==> src/rtl/disp_share_arbiter_if.sv <==
// Handshake bundle between the display requesters and the round-robin display arbiter.
interface disp_share_arbiter_if #(
    parameter int NSRC = 4
);
    logic [NSRC-1:0]    req;
    logic [32*NSRC-1:0] src_data;
    logic               lock;
    logic [NSRC-1:0]    grant;
    logic               busy;
    logic [31:0]        disp_data;

    modport master (
        output req, src_data, lock,
        input  grant, busy, disp_data
    );

    modport slave (
        input  req, src_data, lock,
        output grant, busy, disp_data
    );
endinterface

==> src/rtl/disp_share_arbiter.sv <==
// Round-robin arbiter time-sharing one 32-bit display word among NSRC requesters,
// holding each grant for DWELL cycles unless the owner drops its request.
module disp_share_arbiter #(
    parameter int NSRC  = 4,
    parameter int DWELL = 100_000_000,
    parameter int CW    = 27
) (
    input  logic               clk,
    input  logic               rst,
    disp_share_arbiter_if.slave bus
);
    localparam int PW = (NSRC > 1) ? $clog2(NSRC) : 1;

    typedef enum logic {
        IDLE = 1'b0,
        HOLD = 1'b1
    } state_t;

    state_t          state_q, state_d;
    logic [NSRC-1:0] grant_q, grant_d;
    logic [CW-1:0]   cnt_q, cnt_d;
    logic [PW-1:0]   rr_ptr_q, rr_ptr_d;
    logic [31:0]     disp_data_q, disp_data_d;

    logic [PW-1:0]   win;
    logic            any_req;
    logic            owner_req;
    logic            rearb;
    logic [31:0]     owner_word;

    // First requester at or after ptr, wrapping modulo NSRC.
    function automatic logic [PW-1:0] pick(input logic [NSRC-1:0] r, input logic [PW-1:0] ptr);
        int   idx;
        logic found;
        pick  = '0;
        found = 1'b0;
        for (int k = 0; k < NSRC; k++) begin
            idx = (int'(ptr) + k) % NSRC;
            if (!found && r[idx]) begin
                pick  = PW'(idx);
                found = 1'b1;
            end
        end
    endfunction

    function automatic logic [PW-1:0] next_ptr(input logic [PW-1:0] w);
        if (int'(w) == NSRC - 1) return '0;
        return w + 1'b1;
    endfunction

    function automatic logic [NSRC-1:0] onehot(input logic [PW-1:0] w);
        onehot    = '0;
        onehot[w] = 1'b1;
    endfunction

    assign any_req   = |bus.req;
    assign owner_req = |(bus.req & grant_q);
    assign win       = pick(bus.req, rr_ptr_q);

    // grant_q is one-hot or zero, so OR-ing the masked slices selects the owner's word.
    always_comb begin
        owner_word = '0;
        for (int i = 0; i < NSRC; i++) begin
            if (grant_q[i]) owner_word = owner_word | bus.src_data[32*i +: 32];
        end
    end

    always_ff @(posedge clk) begin
        if (rst) state_q <= IDLE;
        else     state_q <= state_d;
    end

    // An owner dropping its request takes priority over dwell expiry and lock.
    always_comb begin
        state_d = state_q;
        rearb   = 1'b0;
        case (state_q)
            IDLE: begin
                if (any_req) begin
                    state_d = HOLD;
                    rearb   = 1'b1;
                end
            end
            HOLD: begin
                if (!owner_req) begin
                    if (any_req) rearb   = 1'b1;
                    else         state_d = IDLE;
                end else if (!bus.lock && cnt_q == '0) begin
                    rearb = 1'b1;
                end
            end
            default: state_d = IDLE;
        endcase
    end

    always_comb begin
        grant_d     = grant_q;
        cnt_d       = cnt_q;
        rr_ptr_d    = rr_ptr_q;
        disp_data_d = disp_data_q;
        if (state_q == HOLD) disp_data_d = owner_word;
        if (rearb) begin
            grant_d  = onehot(win);
            cnt_d    = CW'(DWELL - 1);
            rr_ptr_d = next_ptr(win);
        end else if (state_d == IDLE) begin
            grant_d = '0;
            cnt_d   = '0;
        end else if (state_q == HOLD && !bus.lock && cnt_q != '0) begin
            cnt_d = cnt_q - 1'b1;
        end
    end

    always_ff @(posedge clk) begin
        if (rst) begin
            grant_q     <= '0;
            cnt_q       <= '0;
            rr_ptr_q    <= '0;
            disp_data_q <= '0;
        end else begin
            grant_q     <= grant_d;
            cnt_q       <= cnt_d;
            rr_ptr_q    <= rr_ptr_d;
            disp_data_q <= disp_data_d;
        end
    end

    assign bus.grant     = grant_q;
    assign bus.busy      = (state_q == HOLD);
    assign bus.disp_data = disp_data_q;
endmodule
==> src/flat_wrapper.sv <==
// flat-port wrapper written by rule: the top's interface ports become plain ports
module disp_share_arbiter_flat 
#(
    parameter int NSRC  = 4,
    parameter int DWELL = 100_000_000,
    parameter int CW    = 27
)
  (clk, rst, bus_req, bus_src_data, bus_lock, bus_grant, bus_busy, bus_disp_data);
  disp_share_arbiter_if #(.NSRC(NSRC)) bus_i ();
  input  logic clk;
  input  logic rst;
  input wire logic [$bits(bus_i.req)-1:0] bus_req;
  input wire logic [$bits(bus_i.src_data)-1:0] bus_src_data;
  input wire logic [$bits(bus_i.lock)-1:0] bus_lock;
  output wire logic [$bits(bus_i.grant)-1:0] bus_grant;
  output wire logic [$bits(bus_i.busy)-1:0] bus_busy;
  output wire logic [$bits(bus_i.disp_data)-1:0] bus_disp_data;
  assign bus_i.req = bus_req;
  assign bus_i.src_data = bus_src_data;
  assign bus_i.lock = bus_lock;
  assign bus_grant = bus_i.grant;
  assign bus_busy = bus_i.busy;
  assign bus_disp_data = bus_i.disp_data;
  disp_share_arbiter #(.NSRC(NSRC), .DWELL(DWELL), .CW(CW)) u_core (.clk(clk), .rst(rst), .bus(bus_i));
endmodule
==> config.mk <==
export PLATFORM = sky130hd
export DESIGN_NAME = disp_share_arbiter_flat
export DESIGN_NICKNAME = d
export VERILOG_FILES = /design/src/rtl/disp_share_arbiter_if.sv /design/src/rtl/disp_share_arbiter.sv /design/src/flat_wrapper.sv
export SDC_FILE = /design/constraint.sdc
export NUM_CORES = 1
export LEC_CHECK = 0
export CAP_MARGIN = 20
export CORE_AREA = 2 2 130 81
export CTS_CLUSTER_SIZE = 16
export DETAILED_ROUTE_END_ITERATION = 10
export DIE_AREA = 0 0 132 83
export PLACE_DENSITY = 0.76
export SLEW_MARGIN = 20
export SYNTH_ARGS = -nofsm -noshare
export SYNTH_HDL_FRONTEND = slang
export SYNTH_SLANG_ARGS = --single-unit
==> constraint.sdc <==
create_clock -name clk -period 2.1 [get_ports clk]
set_input_delay 0.42 -clock clk [delete_from_list [all_inputs] [get_ports clk]]
set_output_delay 0.42 -clock clk [all_outputs]
set_load 0.02 [all_outputs]
# ---- After elaboration in Yosys (flattened, before gate mapping)
# Index checks and enable logic that the tools add are counted.
dict set report totals {
  ff_bits 66
  out_inout_bits 37
}
dict set report op_classes {
  addsub 5
  n_mux 39
  n_lt_le_gt_ge 6
  bitwise_logic 9
  eq_ne 3
  reduce_logical 19
}
# cell n
set ops {}
lappend ops {{$mux 32} 4}
lappend ops {{$or 32x32->32} 3}
lappend ops {{$mux 27} 3}
lappend ops {{$logic_not 27->1} 1}
lappend ops {{$reduce_bool 27->1} 1}
lappend ops {{$sub 27x1->27 const B} 1}
lappend ops {{$mux 1} 17}
lappend ops {{$lt 3x4->1 const B} 3}
lappend ops {{$mux 2} 6}
lappend ops {{$bmux 1 s2} 4}
lappend ops {{$mux 4} 2}
lappend ops {{$reduce_or 4->1} 2}
lappend ops {{$logic_and 1x1->1} 7}
lappend ops {{$lt 2x3->1 const B} 2}
lappend ops {{$reduce_or 2->1} 3}
lappend ops {{$add 2x1->2 const B} 2}
lappend ops {{$add 2x2->2 const B} 2}
lappend ops {{$and 4x4->4} 1}
lappend ops {{$logic_not 1->1} 4}
lappend ops {{$pmux 1 s2} 2}
lappend ops {{$and 1x1->1 const A} 3}
lappend ops {{$ne 3x3->1 const B} 1}
lappend ops {{$reduce_or 3->1} 1}
lappend ops {{$demux 1 s2} 1}
lappend ops {{4 further kinds} 5}

# ---- Longest topological paths before layout
# Gate-level depths: netlist of run 1.
dict set report logic_depth {
  word_depth 19
  depth_mapped 8
  depth_no_buf 7
}

# ---- Worst setup path after synthesis of run 1
# No wires, ideal clock.
dict set report synth_path {
  kind {register -> register}
  startpoint {register u_core.cnt_q[0]}
  endpoint {register u_core.cnt_q[0]}
  setup_time_ns 0.132
  path_buffers 1
  path_slack_ns -0.153
  synth_period_minus_slack_ns 2.253
  arrival_ns 2.121
  path_stages_with_launch 9
  required_ns 1.968
  path_cell_list {dfxtp_1 inv_1 ha_1 or3b_2 nor4_2 a31oi_1 clkbuf_1 mux2i_1 a21oi_1}
}
dict set report synth_via {
  elab_chain_len 6
}
# element line_no
set synth_rtl {}
lappend synth_rtl {{start: declaration} disp_share_arbiter.sv:21} ;# logic [CW-1:0] cnt_q, cnt_d;
lappend synth_rtl {{start signal: assignment} disp_share_arbiter.sv:122} ;# cnt_q <= cnt_d;
lappend synth_rtl {{parallel branches: the longest is 6 deep, another holds $sub 27x1->27} --}
# Several ways; the timed one is not identified. The select of a mux whose other input is x is not followed.
# A chain may end at the register's enable or synchronous reset.

# ---- Worst setup path after layout of run 1
dict set report layout_path {
  startpoint {register u_core.cnt_q[1]}
  endpoint {register u_core.cnt_q[19]}
}
dict set report layout_via {
  elab_chain_len 6
}
# element line_no
set layout_rtl {}
lappend layout_rtl {{$logic_not 27->1} disp_share_arbiter.sv:88} ;# end else if (!bus.lock && cnt_q == '0) begin
lappend layout_rtl {{$logic_and 1x1->1} disp_share_arbiter.sv:88}
lappend layout_rtl {{$mux 1} disp_share_arbiter.sv:88}
lappend layout_rtl {{$mux 1} disp_share_arbiter.sv:85} ;# if (!owner_req) begin
lappend layout_rtl {{$pmux 1 s2} disp_share_arbiter.sv:77} ;# case (state_q)
lappend layout_rtl {{$reduce_or 3->1 (no line)} --}
# Parallel ways exist; a longest one is shown, timed or not.

==> parameters.txt, run 1 <==
Parameter                              Value

Outcome
  Outcome    finished, violations left
  Violations in the final reports    negative setup slack

Synthesis
  Proportion of netlist area held by the largest area contributor    37.5%
  EDFF count, synth    0
  Number of distinct standard cells referenced by the synthesized netlist    46
  Mean Syn Cell Area    about 8.4 um^2
  Seq/Total Area, Yosys    between 30% and 40%
  Count of yosys warnings during synthesis    0
  Total of flip-flops plus latches after synthesis    66
  Most used flip-flop cell after synthesis    dfxtp_1
  Biggest area contributors in the synthesized netlist    dfxtp_1 (37%), a22oi_1 (14%), a311oi_1 (7.9%)
  Synthesized area    roughly 0.0035 mm^2
  Commonest cells in the synthesized netlist    a22oi_1 (67), dfxtp_1 (66), nor2_1 (48)
  Fraction of synthesis flops using an asynchronous set or reset pin    0%
  Count leader, synth    a22oi_1
  Cell type with the largest total area after synthesis    dfxtp_1
  Mapped Cells    ~420
  Nets in the synthesized netlist    ~560

Critical path
  Data required time at the worst endpoint    2380 ps
  Capturing element type of the critical path    flop
  Critical Path, Cell by Cell    inv_2 > ha_4 > or3b_4 > nor4_4 > a311o_2 > buf_12 > or4_4 > a21oi_2
  Data arrival, critical path    2410 ps
  Element type at the critical path start    flop
  Endpoint of the most critical register-to-register path    u_core.cnt_q[19]
  Start point of the critical path    u_core.cnt_q[1]
  Critical Setup Path Class    reg -> reg
  Worst reg2reg path depth    8
  Largest stage delay, worst path    530 ps
  R2R setup slack    -20 ps
  Startpoint of the most critical register-to-register path    u_core.cnt_q[1]
  Critical Path Slowest Stage Cell    or4_4
  Peak fanout along the critical path    8

STA
  Crit path setup slack, layout    -24.6 ps
  RSZ-0062 raised after global routing    yes
  Count of final setup violators    1
  Worst clock skew    approximately 9.1 ps
  Final critical-path required period    roughly 2100 ps
  Upper clock frequency limit    471 MHz
  Tightest Pin Transition    630 ps
  Final count of hold timing violations    0
  Worst-case headroom to the max-slew limit    58.0%
  Final Max Slew Viols    0
  Final clock period utilization by the worst path    101%

Pwr
  Leakage power    around 2.3 nW
  Total power density per cell area    700 mW/mm^2
  Total power    4.59 mW
  Worst vdd rail ir drop    roughly 0.43 mV

Worst hold path
  Hold worst-path end    u_core.bus.disp_data[0]
  Hold Path Cell Cnt    2
  Startpoint of the worst hold path    u_core.bus.disp_data[0]
  Class of the tightest hold or removal check    reg -> reg

Floorplan
  I/O pin cnt    172
  Floorplan Core Area    roughly 0.0097 mm^2
  Effective utilization at floorplan    36.3%
  Horiz. Die Dim    132 um
  Die height    ~83 um
  Die area    0.0110 mm^2
  Row Count    28

Layout
  Number of filler cells placed in the layout    ~750
  N_diodes    0
  Ratio of cells with drive above 1 in the final layout    23.2%
  # nets final    787
  Area growth, synth to finish    85.8%
  Fraction of the core area covered by cells at the end of the flow    67.5%

Drt
  Post-route DRC violation count    0
  Wire length per cell after detailed routing    18.5 um
  Detailed-route via count    4,541
  Vias per std cell    a little under 6
  Number of DRC markers in iteration 0    300
  Number of nets with antenna violations after routing    0
  Total Wirelength    approximately 15,000 um
  Pre-antenna DRT Iters    5

Global routing
  Wire length of the first global-routing pass    about 22,000 um
  Total GRT Usage    25.5%
  GRT overflow    0
  Via count of the first global-routing pass    between 4,000 and 5,000
  Antenna violations before repair    0
  Pin count of the biggest net entering global routing    41

Run
  Max Cap Viol    0

Clocking
  Clock tree from TritonCTS    yes
  Maximum count of clock buffers along a single path    2
  Number of clock sinks    66
  Clock Pin Slew Worst Setup and Hold Paths    roughly 60 ps
  H-tree level count    3
  Worst-skew pair later-pin latency    about 340 ps
  Number of hold buffers added after CTS    0
  Library cell used as clock root buffer    clkbuf_16
  Clock buffer count from CTS    9

Placed design
  RePlAce Congestion    0.971
  Number of input and output port buffers inserted    171
  HPWL after detailed placement    slightly above 10,000 um
  Setup slack after placement    -251 ps
==> power breakdown <==
part	switching, mW	internal (mW)	total (mW)
registers	0.0889	1.38	1.47
clock network	0.590	1.07	1.66
logic	0.701	0.760	1.46
==> cell families after synthesis <==
kind of cell / after synthesis / synth area share (%)
compound gates: 177 / 36.9
mux: 2 / 0.568
fa+ha+maj: 5 / 1.77
flops: 66 / 37.5
buf+inv: 44 / 4.86
simple gates: 124 / 18.4
==> metal layers <==
metal	GRT usage (%)	part of all wire, %	vias up
met4	8.79	1.6	0
met1	33.0	44	2184
met3	7.75	8.3	24
met2	40.6	46	201
met5	0	0	-
li1	-	-	2132
==> final cells by class <==
| type | count | area, um^2 | area share (%) |
|---|---|---|---|
| repair buffers | 255 | 2400 | 36.6 |
| clock buffers | 10 | 239 | 3.65 |
| well taps | 135 | 169 | 2.58 |
| clock inverters | 6 | 88.8 | 1.36 |
| inverters | 7 | 26.3 | 0.401 |
| multi-input cells | 308 | 2310 | 35.2 |
| flip-flops and latches | 66 | 1330 | 20.2 |
==> cell usage in the layout (no fill, tap or decap), types with 8 or more instances in the layout <==
| cell | count |
|---|---|
| o21ai_0 | 10 |
| buf_4 | 76 |
| nand2_1 | 12 |
| dfxtp_1 | 63 |
| a311oi_1 | 32 |
| a21oi_1 | 8 |
| a31oi_1 | 12 |
| a22oi_1 | 67 |
| nor2_1 | 46 |
| clkbuf_16 | 9 |
| or3_1 | 13 |
| clkdlybuf4s50_1 | 170 |
==> critical path, delay by kind of cell (launching register included) <==
family | cells | cell delay (ps)
simple gates | 3 | 820
compound gates | 2 | 560
flops | 1 | 340
buf+inv | 2 | 190
fa+ha+maj | 1 | 150
==> state kept, by name, indices dropped and copies added (netlist names) <==
register              flops
u_core.bus.busy           1
u_core.cnt_q             27
u_core.rr_ptr_q           2
u_core.bus.grant          4
u_core.bus.disp_data     32
==> through the flow <==
step / hold WS (ps) / cell area, um^2 / setup TNS [ps] / cells
finish: 481 / 6560 / -24.6 / 787
floorplan: 447 / 3570 / 0 / 418
global placement: 469 / 5830 / -3580 / 756
detailed placement: 476 / 5830 / -5640 / 756
global route: 503 / 6560 / -369 / 787
CTS: 483 / 6310 / -114 / 784
==> worst max-delay path by stage <==
stage	cells after the start	to	slack [ps]
after floorplan	8	u_core.cnt_q[17]	10
after global placement	7	u_core.cnt_q[16]	-180
after detailed placement	7	u_core.cnt_q[22]	-250
after CTS	9	u_core.cnt_q[19]	-50
after global routing	8	u_core.cnt_q[19]	-60
final	8	u_core.cnt_q[19]	-20
==> repair_timing <==
action | CTS | global route
gates cloned | 1 | 0
setup endpoints to repair | 15 | 32
resized for setup | 12 | 43
pin swaps | 13 | 15
setup buffers | 11 | 5
Power figures use the tool's default switching activity.
==> run 2, diff against run 1 <==
--- a/config.mk
+++ b/config.mk
@@ -10,7 +10,7 @@
 export CTS_CLUSTER_SIZE = 16
 export DETAILED_ROUTE_END_ITERATION = 10
 export DIE_AREA = 0 0 132 83
-export PLACE_DENSITY = 0.76
+export PLACE_DENSITY = 0.74
 export SLEW_MARGIN = 20
 export SYNTH_ARGS = -nofsm -noshare
 export SYNTH_HDL_FRONTEND = slang
==> constraint.sdc (replaced) <==
create_clock -name clk -period 1.95 [get_ports clk]
set_input_delay 0.39 -clock clk [delete_from_list [all_inputs] [get_ports clk]]
set_output_delay 0.39 -clock clk [all_outputs]
set_load 0.02 [all_outputs]
==> run 2 against run 1 <==
  * The run still ends with negative setup slack left
  * Worst setup slack got worse by 87 ps
  * Register-to-register slack got worse by 90 ps
  * Via count decreased by 1.0%
  * Die area unchanged
  * Hold slack got worse by 79 ps
  * Cell count decreased by 0.64%
  * Clock skew decreased by 3.6 ps
  * Total power increased by 6.7%
  * Critical path depth unchanged
  * Sequential share of layout area increased by 0.50 points
  * Clock power increased by 7%
  * Sequential power increased by 7%
==> parameters.txt, run 2 (synthesized netlist as in run 1, its figures left out) <==
Parameter                              Value

Worst hold path
  Class of the tightest hold or removal check    in -> reg

Floorplan
  Horiz. Die Dim    132 um (unchanged)
  Die area    0.0110 mm^2 (unchanged)
  Floorplan Core Area    0.00970 mm^2 (unchanged)
  I/O pin cnt    172 (unchanged)
  Die height    83 um (unchanged)
  Effective utilization at floorplan    36.3% (unchanged)
  Row Count    28 (unchanged)

Critical path
  Critical Path Slowest Stage Cell    or3b_4
  Element type at the critical path start    flop
  Cell type group with the largest total delay on the critical path    simple AND/OR/NAND/NOR gates
  Data arrival, critical path    2320 ps (-90 ps)
  Critical Setup Path Class    reg -> reg
  Critical Path, Cell by Cell    inv_2 > ha_4 > or3b_4 > nor4_4 > a41o_2 > nand2_4 > buf_12 > a41oi_1
  Data required time at the worst endpoint    2200 ps (-180 ps)
  Buf/Inv on CP    2 (unchanged)
  Largest stage delay, worst path    400 ps (-130 ps)
  Capturing element type of the critical path    flop
  Peak fanout along the critical path    16 (+8)

Clocking
  Library cell used as clock root buffer    clkbuf_16
  Clock Pin Slew Worst Setup and Hold Paths    60 ps (about the same)
  Number of clock sinks    66 (unchanged)
  Worst-skew pair later-pin latency    340 ps (about the same)
  Maximum count of clock buffers along a single path    2 (unchanged)
  H-tree level count    3 (unchanged)
  Clock buffer count from CTS    9 (unchanged)
  Clock tree from TritonCTS    yes

Layout
  Number of filler cells placed in the layout    794 (+5.4%)
  Most frequent cells in the layout    clkdlybuf4s50_1 (166), buf_4 (71), a22oi_1 (67)
  Most common library cell in the layout ignoring fill and taps    clkdlybuf4s50_1
  Ratio of cells with drive above 1 in the final layout    21.0% (-2.1 points)
  Largest register FFs    32 (unchanged)
  Total area of multi-input combinational cells    0.00221 mm^2 (-4.2%)
  N_diodes    0 (unchanged)
  # nets final    782 (-0.64%)
  Sequential cell area in the final layout    0.00133 mm^2 (+0.19%)
  Area growth, synth to finish    81.7%

Drt
  Wire length per cell after detailed routing    18.5 um (+0.12%)
  Detailed-route via count    4,495 (-1.0%)
  Vias per std cell    5.75 (-0.38%)
  Total Wirelength    14,500 um (-0.51%)
  Post-route DRC violation count    0 (unchanged)
  Pre-antenna DRT Iters    5 (unchanged)
  Number of nets with antenna violations after routing    0 (unchanged)
  Number of DRC markers in iteration 0    348 (+16%)

Run
  Max Cap Viol    0 (unchanged)

STA
  Worst clock skew    5.47 ps (-3.63 ps)
  Final clock period utilization by the worst path    106% (+4.5 points)
  Worst-case headroom to the max-slew limit    62.8% (+4.8 points)
  Tightest Pin Transition    553 ps (-77.6 ps)
  Crit path setup slack, layout    -112 ps (-86.9 ps)
  Total negative setup slack    -2190 ps (-2160 ps)
  Upper clock frequency limit    485 MHz (+3.1%)
  Final critical-path required period    2060 ps (-63.1 ps)
  Count of final setup violators    32 (+31)
  Min Hold Slack    402 ps (-79.3 ps)
  RSZ-0062 raised after global routing    yes
  Final count of hold timing violations    0 (unchanged)
  Final Max Slew Viols    0 (unchanged)

Global routing
  GRT overflow    0 (unchanged)
  Via count of the first global-routing pass    4,490 (+4.8%)
  Pin count of the biggest net entering global routing    52 (+27%)
  Wire length of the first global-routing pass    22,900 um (+2.4%)
  Total GRT Usage    26.0% (+0.47 points)
  Antenna violations before repair    0 (unchanged)

Pwr
  Worst vdd rail ir drop    0.408 mV (-4.3%)
  Total power density per cell area    764 mW/mm^2 (+9.1%)
  Total power    4.90 mW (+6.7%)
  Leakage power    2.32 nW (-0.31%)

Outcome
  Violations in the final reports    negative setup slack
  Outcome    finished, violations left

Placed design
  HPWL after detailed placement    10,400 um (+2.9%)
  Number of input and output port buffers inserted    171 (unchanged)
  RePlAce Congestion    0.981 (+1.0%)
[run 2: report_power, final]
part | internal [mW] | leakage [nW] | switching [mW]
logic | 0.800 | 1.62 | 0.741
registers | 1.48 | 0.547 | 0.0926
clock network | 1.15 | 0.147 | 0.626
[run 2: area by class of cell]
class | instances | area share (%)
sequential | 66 | 20.7
clock buffer | 10 | 3.73
multi-input combinational | 308 | 34.5
clock inverter | 6 | 1.41
inverter | 7 | 0.410
timing repair buffer | 250 | 36.7
tap | 135 | 2.64
[run 2: layer usage]
layer	GRT usage, %	up-vias	part of all wire (%)
li1	-	2134	-
met1	33.9	2130	44
met2	42.0	213	47
met3	6.23	18	8.1
met4	9.58	0	1.4
met5	0	-	0
[run 2: final timing paths]
check	from	to	slack, ps	depth (start not counted)
max	u_core.cnt_q[0]	u_core.cnt_q[7]	-110	8
min	rst	u_core.bus.busy	400	2
max reg2reg	u_core.cnt_q[0]	u_core.cnt_q[7]	-110	8
min reg2reg	u_core.bus.disp_data[0]	u_core.bus.disp_data[0]	480	2
[run 2: stage by stage]
step                setup WS [ps]  instances  util (%)  instance area, um^2
global placement             -250        763      60.8                 5900
floorplan                   -81.8        418         -                 3600
detailed placement           -353        763      60.8                 5900
finish                       -112        782      66.1                 6410
global route                 -212        782      66.1                 6410
CTS                         -90.8        782      65.1                 6320
[run 2: timing repair]
item,in CTS,in global routing
pin swaps,13,6
hold buffers,0,0
endpoints found under the setup margin,35,35
buffers inserted,3,0
resized for setup,20,21
[run 2: worst reg2reg max path, stage by stage, from the launching register on]
cell	delay (ps)
dfxtp_2	320
inv_2	60
ha_4	120
or3b_4	400
nor4_4	300
a41o_2	360
nand2_4	80
buf_12	160
a41oi_1	170
